## config.mk

```make
export PLATFORM = sky130hd
export DESIGN_NAME = lpm_match_engine
export DESIGN_NICKNAME = d
export VERILOG_FILES = /design/src/rtl/lpm_match_engine.sv
export SDC_FILE = /design/constraint.sdc
export NUM_CORES = 1
export LEC_CHECK = 0
export CORE_MARGIN = 3
export CORE_UTILIZATION = 35
export DETAILED_ROUTE_END_ITERATION = 8
export SYNTH_ARGS = -nofsm -noshare
export SYNTH_HDL_FRONTEND = slang
export SYNTH_SLANG_ARGS = --single-unit
```

## constraint.sdc

```tcl
create_clock -name AXI_ACLK -period 3.3 [get_ports AXI_ACLK]
set_input_delay 0.66 -clock AXI_ACLK [delete_from_list [all_inputs] [get_ports AXI_ACLK]]
set_output_delay 0.66 -clock AXI_ACLK [all_outputs]
set_load 0.01 [all_outputs]
```

## src/rtl/lpm_match_engine.sv

```systemverilog
// lpm_match_engine: longest-prefix-match lookup over an external, synchronously read route table.
//
// Each accepted request scans NUM_ENTRIES table entries in ascending index order. Among the enabled
// entries whose prefix matches the request address under the entry's mask, the engine returns the
// one with the numerically largest mask. When several entries tie on that mask, the lowest index
// wins. A mask of 0 acts as a default route.
//
// Ports:
//   AXI_ACLK, AXI_RESET        clock (rising edge) and asynchronous active-high reset
//   req_valid/req_ready/req_ip request handshake and destination address (sampled on acceptance)
//   tbl_rd_en/tbl_rd_addr      table read strobe and entry index, one entry per cycle while scanning
//   tbl_rd_data                {prefix, mask}, valid one cycle after tbl_rd_en
//   tbl_valid                  per-entry enable bitmap, sampled when each entry is evaluated
//   rsp_valid/rsp_ready        response handshake; lpm_hit/index_hit are held until it completes
//   lpm_miss_count             miss counter, present only when LPM_MISS_COUNT_EN is defined
//
// Optional feature macro: LPM_MISS_COUNT_EN.
module lpm_match_engine #(
  parameter int unsigned NUM_ENTRIES        = 32,
  parameter int unsigned C_S_AXI_DATA_WIDTH = 32
) (
  input  logic                              AXI_ACLK,
  input  logic                              AXI_RESET,
  input  logic                              req_valid,
  output logic                              req_ready,
  input  logic [C_S_AXI_DATA_WIDTH-1:0]     req_ip,
  output logic                              tbl_rd_en,
  output logic [4:0]                        tbl_rd_addr,
  input  logic [2*C_S_AXI_DATA_WIDTH-1:0]   tbl_rd_data,
  input  logic [31:0]                       tbl_valid,
  output logic                              rsp_valid,
  input  logic                              rsp_ready,
  output logic                              lpm_hit,
  output logic [4:0]                        index_hit
`ifdef LPM_MISS_COUNT_EN
  ,
  output logic [31:0]                       lpm_miss_count
`endif
);

  localparam int unsigned W = C_S_AXI_DATA_WIDTH;

  typedef enum logic [1:0] {StIdle, StScan, StDone} state_e;

  state_e         state_q, state_d;
  logic [W-1:0]   ip_q, ip_d;
  logic [4:0]     addr_q, addr_d;
  logic           pend_q, pend_d;         // tbl_rd_data holds entry pend_idx_q this cycle
  logic [4:0]     pend_idx_q, pend_idx_d;
  logic           hit_q, hit_d;
  logic [4:0]     idx_q, idx_d;
  logic [W-1:0]   best_mask_q, best_mask_d;
  logic           rsp_valid_q, rsp_valid_d;

  logic           accept;
  logic           handshake;
  logic           last_addr;
  logic [W-1:0]   entry_prefix;
  logic [W-1:0]   entry_mask;
  logic           entry_match;

  assign last_addr    = (addr_q == 5'(NUM_ENTRIES - 1));
  assign entry_prefix = tbl_rd_data[2*W-1:W];
  assign entry_mask   = tbl_rd_data[W-1:0];
  assign entry_match  = tbl_valid[pend_idx_q] && (((ip_q ^ entry_prefix) & entry_mask) == '0);

  // Control FSM
  always_ff @(posedge AXI_ACLK or posedge AXI_RESET) begin
    if (AXI_RESET) begin
      state_q <= StIdle;
    end else begin
      state_q <= state_d;
    end
  end

  always_comb begin
    state_d   = state_q;
    req_ready = 1'b0;
    tbl_rd_en = 1'b0;
    accept    = 1'b0;
    handshake = 1'b0;
    unique case (state_q)
      StIdle: begin
        req_ready = 1'b1;
        if (req_valid) begin
          accept  = 1'b1;
          state_d = StScan;
        end
      end
      StScan: begin
        tbl_rd_en = 1'b1;
        if (last_addr) begin
          state_d = StDone;
        end
      end
      StDone: begin
        if (rsp_valid_q && rsp_ready) begin
          handshake = 1'b1;
          state_d   = StIdle;
        end
      end
      default: state_d = StIdle;
    endcase
  end

  // Datapath next state
  always_comb begin
    ip_d        = ip_q;
    addr_d      = addr_q;
    pend_d      = tbl_rd_en;
    pend_idx_d  = addr_q;
    hit_d       = hit_q;
    idx_d       = idx_q;
    best_mask_d = best_mask_q;

    if (state_q == StScan) begin
      addr_d = last_addr ? 5'd0 : addr_q + 5'd1;
    end

    // Strict '>' keeps the earlier (lower) index on equal masks; the first match always lands so a
    // zero-mask default route is kept until something more specific appears.
    if (pend_q && entry_match && (!hit_q || (entry_mask > best_mask_q))) begin
      hit_d       = 1'b1;
      idx_d       = pend_idx_q;
      best_mask_d = entry_mask;
    end

    if (accept) begin
      ip_d        = req_ip;
      addr_d      = 5'd0;
      hit_d       = 1'b0;
      idx_d       = 5'd0;
      best_mask_d = '0;
    end

    // Raise the response once the final entry's evaluation has been folded in.
    rsp_valid_d = (state_q == StDone) && !pend_q && !handshake;
  end

  always_ff @(posedge AXI_ACLK or posedge AXI_RESET) begin
    if (AXI_RESET) begin
      ip_q        <= '0;
      addr_q      <= 5'd0;
      pend_q      <= 1'b0;
      pend_idx_q  <= 5'd0;
      hit_q       <= 1'b0;
      idx_q       <= 5'd0;
      best_mask_q <= '0;
      rsp_valid_q <= 1'b0;
    end else begin
      ip_q        <= ip_d;
      addr_q      <= addr_d;
      pend_q      <= pend_d;
      pend_idx_q  <= pend_idx_d;
      hit_q       <= hit_d;
      idx_q       <= idx_d;
      best_mask_q <= best_mask_d;
      rsp_valid_q <= rsp_valid_d;
    end
  end

  assign tbl_rd_addr = addr_q;
  assign rsp_valid   = rsp_valid_q;
  assign lpm_hit     = hit_q;
  assign index_hit   = idx_q;

`ifdef LPM_MISS_COUNT_EN
  logic [31:0] miss_q;

  always_ff @(posedge AXI_ACLK or posedge AXI_RESET) begin
    if (AXI_RESET) begin
      miss_q <= 32'd0;
    end else if (handshake && !hit_q) begin
      miss_q <= miss_q + 32'd1;
    end
  end

  assign lpm_miss_count = miss_q;
`endif

endmodule

```

**Word-level counts from Yosys, hierarchy flattened**

Cells that the tools add are included.

- Reductions and logical operators: 15
- Add/sub/neg operators: 1
- Bitwise gates (word level): 2
- Muxes and demuxes: 21
- $lt $le $gt $ge: 2
- Equality and inequality tests: 6

Operators with widths:

| operator | count |
|---|---|
| two-way mux 32 bit | 2 |
| AND 32 bit | 1 |
| greater-than comparator 32 bit | 1 |
| zero test 32 bit | 1 |
| XOR 32 bit | 1 |
| two-way mux 5 bit | 5 |
| two-way mux 1 bit | 9 |
| logical AND 1 bit | 6 |
| less-than comparator 5 x 6 -> 1 bit (second input constant) | 1 |
| two-way mux 2 bit | 3 |
| != test 2 bit (second input constant) | 3 |
| case mux 2 bit (3 select lines) | 1 |
| adder 5 x 1 -> 5 bit (second input constant) | 1 |
| binary-select mux 1 bit (select 5 bit) | 1 |
| equality test 5 bit (second input constant) | 1 |
| nonzero test 2 bit | 2 |
| zero test 1 bit | 3 |
| AND reduction 3 bit | 1 |
| equality test 2 x 1 -> 1 bit (second input constant) | 1 |
| equality test 2 bit (second input constant) | 1 |
| zero test 2 bit | 1 |
| logical OR 1 bit | 1 |

- Register bits after elaboration: 84
- Output and inout bits: 14
- Input bits: 132

**Depth between registers and ports, before layout**

Gate-level depths: netlist of the first run.

- Depth in word-level cells: 8
- Mapped depth: 11

**Least setup slack after synthesis of the first run**

No wires, ideal clock.

- Path kind: in2reg
- Start: input tbl_rd_data[14]
- End: register idx_q[4], in the netlist index_hit[4]
- Stages: 9
- Library setup time: 0.078 ns
- Path slack: 0.422 ns
- Required time: 3.222 ns
- Arrival: 2.800 ns
- Path through: ha_1 nand4_2 nor3_2 a21boi_1 or4b_4 a2111oi_4 buf_6 o31ai_1 a21oi_1

- Cells in the longest elaborated chain, start to end: 6
- Elaborated cells between the ends (all ways): 8

Ends and longest elaborated chain:

| what | RTL line | source |
|---|---|---|
| start: declaration | 29 | `input logic [2*C_S_AXI_DATA_WIDTH-1:0] tbl_rd_data,` |
| parallel branches: the longest is 4 deep, another holds greater-than comparator 32 bit | -- |  |
| logical AND 1 bit (*) | 122 | `if (pend_q && entry_match && (!hit_q \|\| (entry_mask > best_mask_q))) begin` |
| nonzero test 2 bit (no source line) (*) | -- |  |
| end signal: assignment | 156 | `idx_q <= idx_d;` |
| end: declaration | 51 | `logic [4:0] idx_q, idx_d;` |

Mark *: on every way between the ends.
A chain may end at the register's enable or synchronous reset.

**Final worst setup path of the first run**

- Start: input tbl_rd_data[14]
- End: register idx_q[2], in the netlist index_hit[2]

Same word-level chain as after synthesis.

==> results.yml, run 1 <==
run_status:
  status: "finished, final reports clean"
detailed_routing:
  via_count: 4735
  drtPass1Iterations: 4
  drt_iter0_drc: 474
  vias_per_cell: 5.33
  ant_nets: 0
  wl_um: 16200
  drc: 0
  wl_per_cell_um: 18.2
sta:
  fin_crit_ps: 3160
  final.setup.worst_slack_ps: 139
  post-route-period-util: 0.958
  hold_viol: 0
  max_freq_mhz: 316
  timing.final.max_slew_violations: 0
  finClkSkew_ps: 8.26
  whs_ps: 473
  finalSetupViolCount: 0
  max_slew_margin: 0.602
  rsz0062_at_grt: "true"
  worst_pin_slew_ps: 596
worst_setup_path:
  crit_start: "tbl_rd_data[14]"
  arrival_ps: 3420
  cp-end-kind: "flip-flop"
  reg2reg_slack_ps: 530
  crit_family: "compound AO/OA/AOI/OAI gates"
  path_buf_inv: 2
  reg2reg_depth: 10
  cp-start-kind: "primary input"
  cp_slowest_cell: "or4b_4"
  rr_endpoint: "index_hit[2]"
  crit_path_frequent_cell: "a21oi_1"
  crit_fanout: 19
  crit_chain: "clkdlybuf4s50_1, ha_1, a21oi_1, nand2_2, a21oi_1, or4b_4, a2111oi_4, buf_4, o31ai_1, a21oi_1"
  rr_startpoint: "best_mask_q[14]"
  cp-endpoint: "index_hit[2]"
  required_ps: 3560
  cp.depth: 10
  path_class: "primary input to flip-flop"
  crit_path_max_incr_delay_ps: 520
global_route:
  grt_max_degree: 53
  gr-total-overflow: 0
  busiest_layer: "met2"
  grt_pass1_wl_um: 26000
  use_met3: 0.0322
  first_global_vias: 5027
  grt_usage: 0.202
  antenna_found_initial: 1
  grt_use_met2: 0.338
  met1_usage: 0.267
power:
  p_leak_nw: 3.10
  ir_drop_mv: 0.263
  p_per_area_mw_per_mm2: 538
clock_tree:
  cts_max_level: 3
  post_cts_buffers: 0
  clkTransAtPathRegs_ps: 60
  clock-sinks: 84
  cts-root-buf: "clkbuf_16"
  ctsResizeCount: 0
  cts_buffer_depth: 2
  postCtsHoldBufs: 0
  clkLatencyLatePin_ps: 340
  cts_inserted_buffers: 9
  cts_tree: "built"
placement:
  dp_cells: 872
  gp_congestion: 0.765
  place_hpwl_um: 12200
  pre_cts_ws_ps: -182
  placed_area_mm2: 0.00691
  port_buffers: 145
logic_synthesis:
  syn_avg_cell_area_um2: 9.37
  synth_edf_count: 0
  yosysWarnings: 0
  synth.distinct_cells: 46
  async_flop_share: 1.00
  synth-seq-cells: 84
  seq_area_frac_synth: 0.409
  dominantRegCellSynth: "dfrtp_1"
  synth_area_mm2: 0.00513
  syn_nets: 714
  syn_inst: 548
floorplan:
  core_area_mm2: 0.0141
  dieArea_mm2: 0.0162
  initial_core_util: 0.364
  fp.dieH_um: 127
  num_rows: 43
  die_x_um: 127
  ioPinCount: 146
layout:
  nets: 869
  drive_gt1_frac: 0.0989
  area_growth_syn_to_layout_pct: 41.2
  fin_cells: 889
  final_area_mm2: 0.00725
  fin_util: 0.514
min_path:
  min_path_type: "flip-flop to flip-flop"
job:
  maxCapViolCount: 0
==> cells in the final DEF (no fill, tap or decap), types with 2 or more instances in the layout <==
cell type / synthesis / layout
clkdlybuf4s50_1: 0 / 145
nand2_1: 110 / 110
dfrtp_1: 84 / 84
a21oi_1: 51 / 51
nand4_1: 45 / 45
o31ai_1: 37 / 37
ha_1: 34 / 34
xor2_1: 33 / 33
inv_1: 34 / 33
buf_4: 2 / 31
a22oi_1: 14 / 14
mux4_2: 9 / 9
clkbuf_16: 0 / 9
o21ai_0: 8 / 8
nand3_1: 7 / 7
nor2_1: 6 / 6
nor3_1: 5 / 5
nor2b_1: 4 / 4
a21o_1: 4 / 4
nor3b_1: 3 / 3
bufinv_16: 0 / 3
buf_12: 0 / 3
nand4_2: 2 / 2
a211oi_1: 2 / 2
and3_1: 2 / 2
nand2b_1: 2 / 2
clkinv_2: 0 / 2
clkinv_4: 0 / 2
==> flip-flops by register name, summed over array words and instances (netlist names) <==
| signal | flops |
|---|---|
| best_mask_q | 32 |
| index_hit | 5 |
| ip_q | 32 |
| lpm_hit | 1 |
| pend_idx_q | 5 |
| pend_q | 1 |
| rsp_valid | 1 |
| state_q | 2 |
| tbl_rd_addr | 5 |
==> synth_stat cells (3+ instances only) <==
cell | instances | share of area
nand2_1 | 110 | 0.080
dfrtp_1 | 84 | 0.41
a21oi_1 | 51 | 0.050
nand4_1 | 45 | 0.055
o31ai_1 | 37 | 0.054
ha_1 | 34 | 0.083
inv_1 | 34 | 0.025
xor2_1 | 33 | 0.056
clkbuf_1 | 15 | 0.011
a22oi_1 | 14 | 0.020
mux4_2 | 9 | 0.039
o21ai_0 | 8 | 0.0078
buf_2 | 7 | 0.0068
nand3_1 | 7 | 0.0068
nor2_1 | 6 | 0.0044
buf_6 | 5 | 0.011
nor3_1 | 5 | 0.0049
a21o_1 | 4 | 0.0058
nor2b_1 | 4 | 0.0049
nor3b_1 | 3 | 0.0044
==> metrics by stage <==
step,power (W),TNS (ps)
finish,0.00390,0
CTS,0.00394,0
detailed placement,0.00277,-5940
global placement,0.00275,-4100
floorplan,0.00225,0
global route,0.00415,-6.81
==> power by group <==
part | internal (W) | leakage [nW] | total, W | switching, W
clock | 0.000741 | 0.167 | 0.00116 | 0.000422
combinational | 0.000641 | 1.83 | 0.00121 | 0.000569
sequential | 0.00128 | 1.10 | 0.00153 | 0.000246
==> cell type report <==
type / instances / area, um^2
clock buffer: 10 / 229
inverter: 34 / 129
clock inverter: 6 / 113
timing repair buffer: 179 / 1740
fill: 1358 / 6850
multi-input combinational: 395 / 2710
antenna: 1 / 2.50
sequential: 84 / 2100
tap: 180 / 225
==> how the worst min path moves through the flow <==
stage	from	to	slack (ps)	cells past startpoint
finish	pend_q	rsp_valid	470	1
CTS	pend_q	rsp_valid	480	1
global route	pend_q	rsp_valid	500	1
detailed placement	tbl_rd_addr[1]	pend_idx_q[1]	460	0
floorplan	pend_q	rsp_valid	400	1
global placement	tbl_rd_addr[1]	pend_idx_q[1]	460	0
==> worst reg2reg max path, cell delays in order, from the launching register on <==
cell and delay (ps):
dfrtp_1 360, inv_1 50, ha_1 320, a21oi_1 210
nand2_2 70, a21oi_1 180, or4b_4 520, a2111oi_4 400
buf_4 310, o31ai_1 130, a21oi_1 140
==> logic make-up after synthesis <==
group	synth area share
adder cells (fa/ha/maj)	0.0828
XOR/XNOR	0.0563
multiplexers	0.0395
AND/OR/NAND/NOR	0.185
AO/OA/AOI/OAI	0.163
flip-flops	0.409
buffers and inverters	0.0638
==> per-layer routing <==
layer / part of all wire / wire length (um)
met1: 0.44 / 7070
met3: 0.050 / 804
met5: 0 / 0
met4: 0.023 / 367
met2: 0.49 / 7960
Power figures use the tool's default switching activity.
==> inputs of run 2 (changes only) <==
- CTS_CLUSTER_SIZE: unset -> 16
==> results of run 2 <==
Same layout as run 1: the final DEF is identical, and so are final timing and power.
==> inputs of run 3 (changes only) <==
- CTS_CLUSTER_SIZE: 16 -> unset
==> results of run 3 <==
Same layout as run 1: the final DEF is identical, and so are final timing and power.
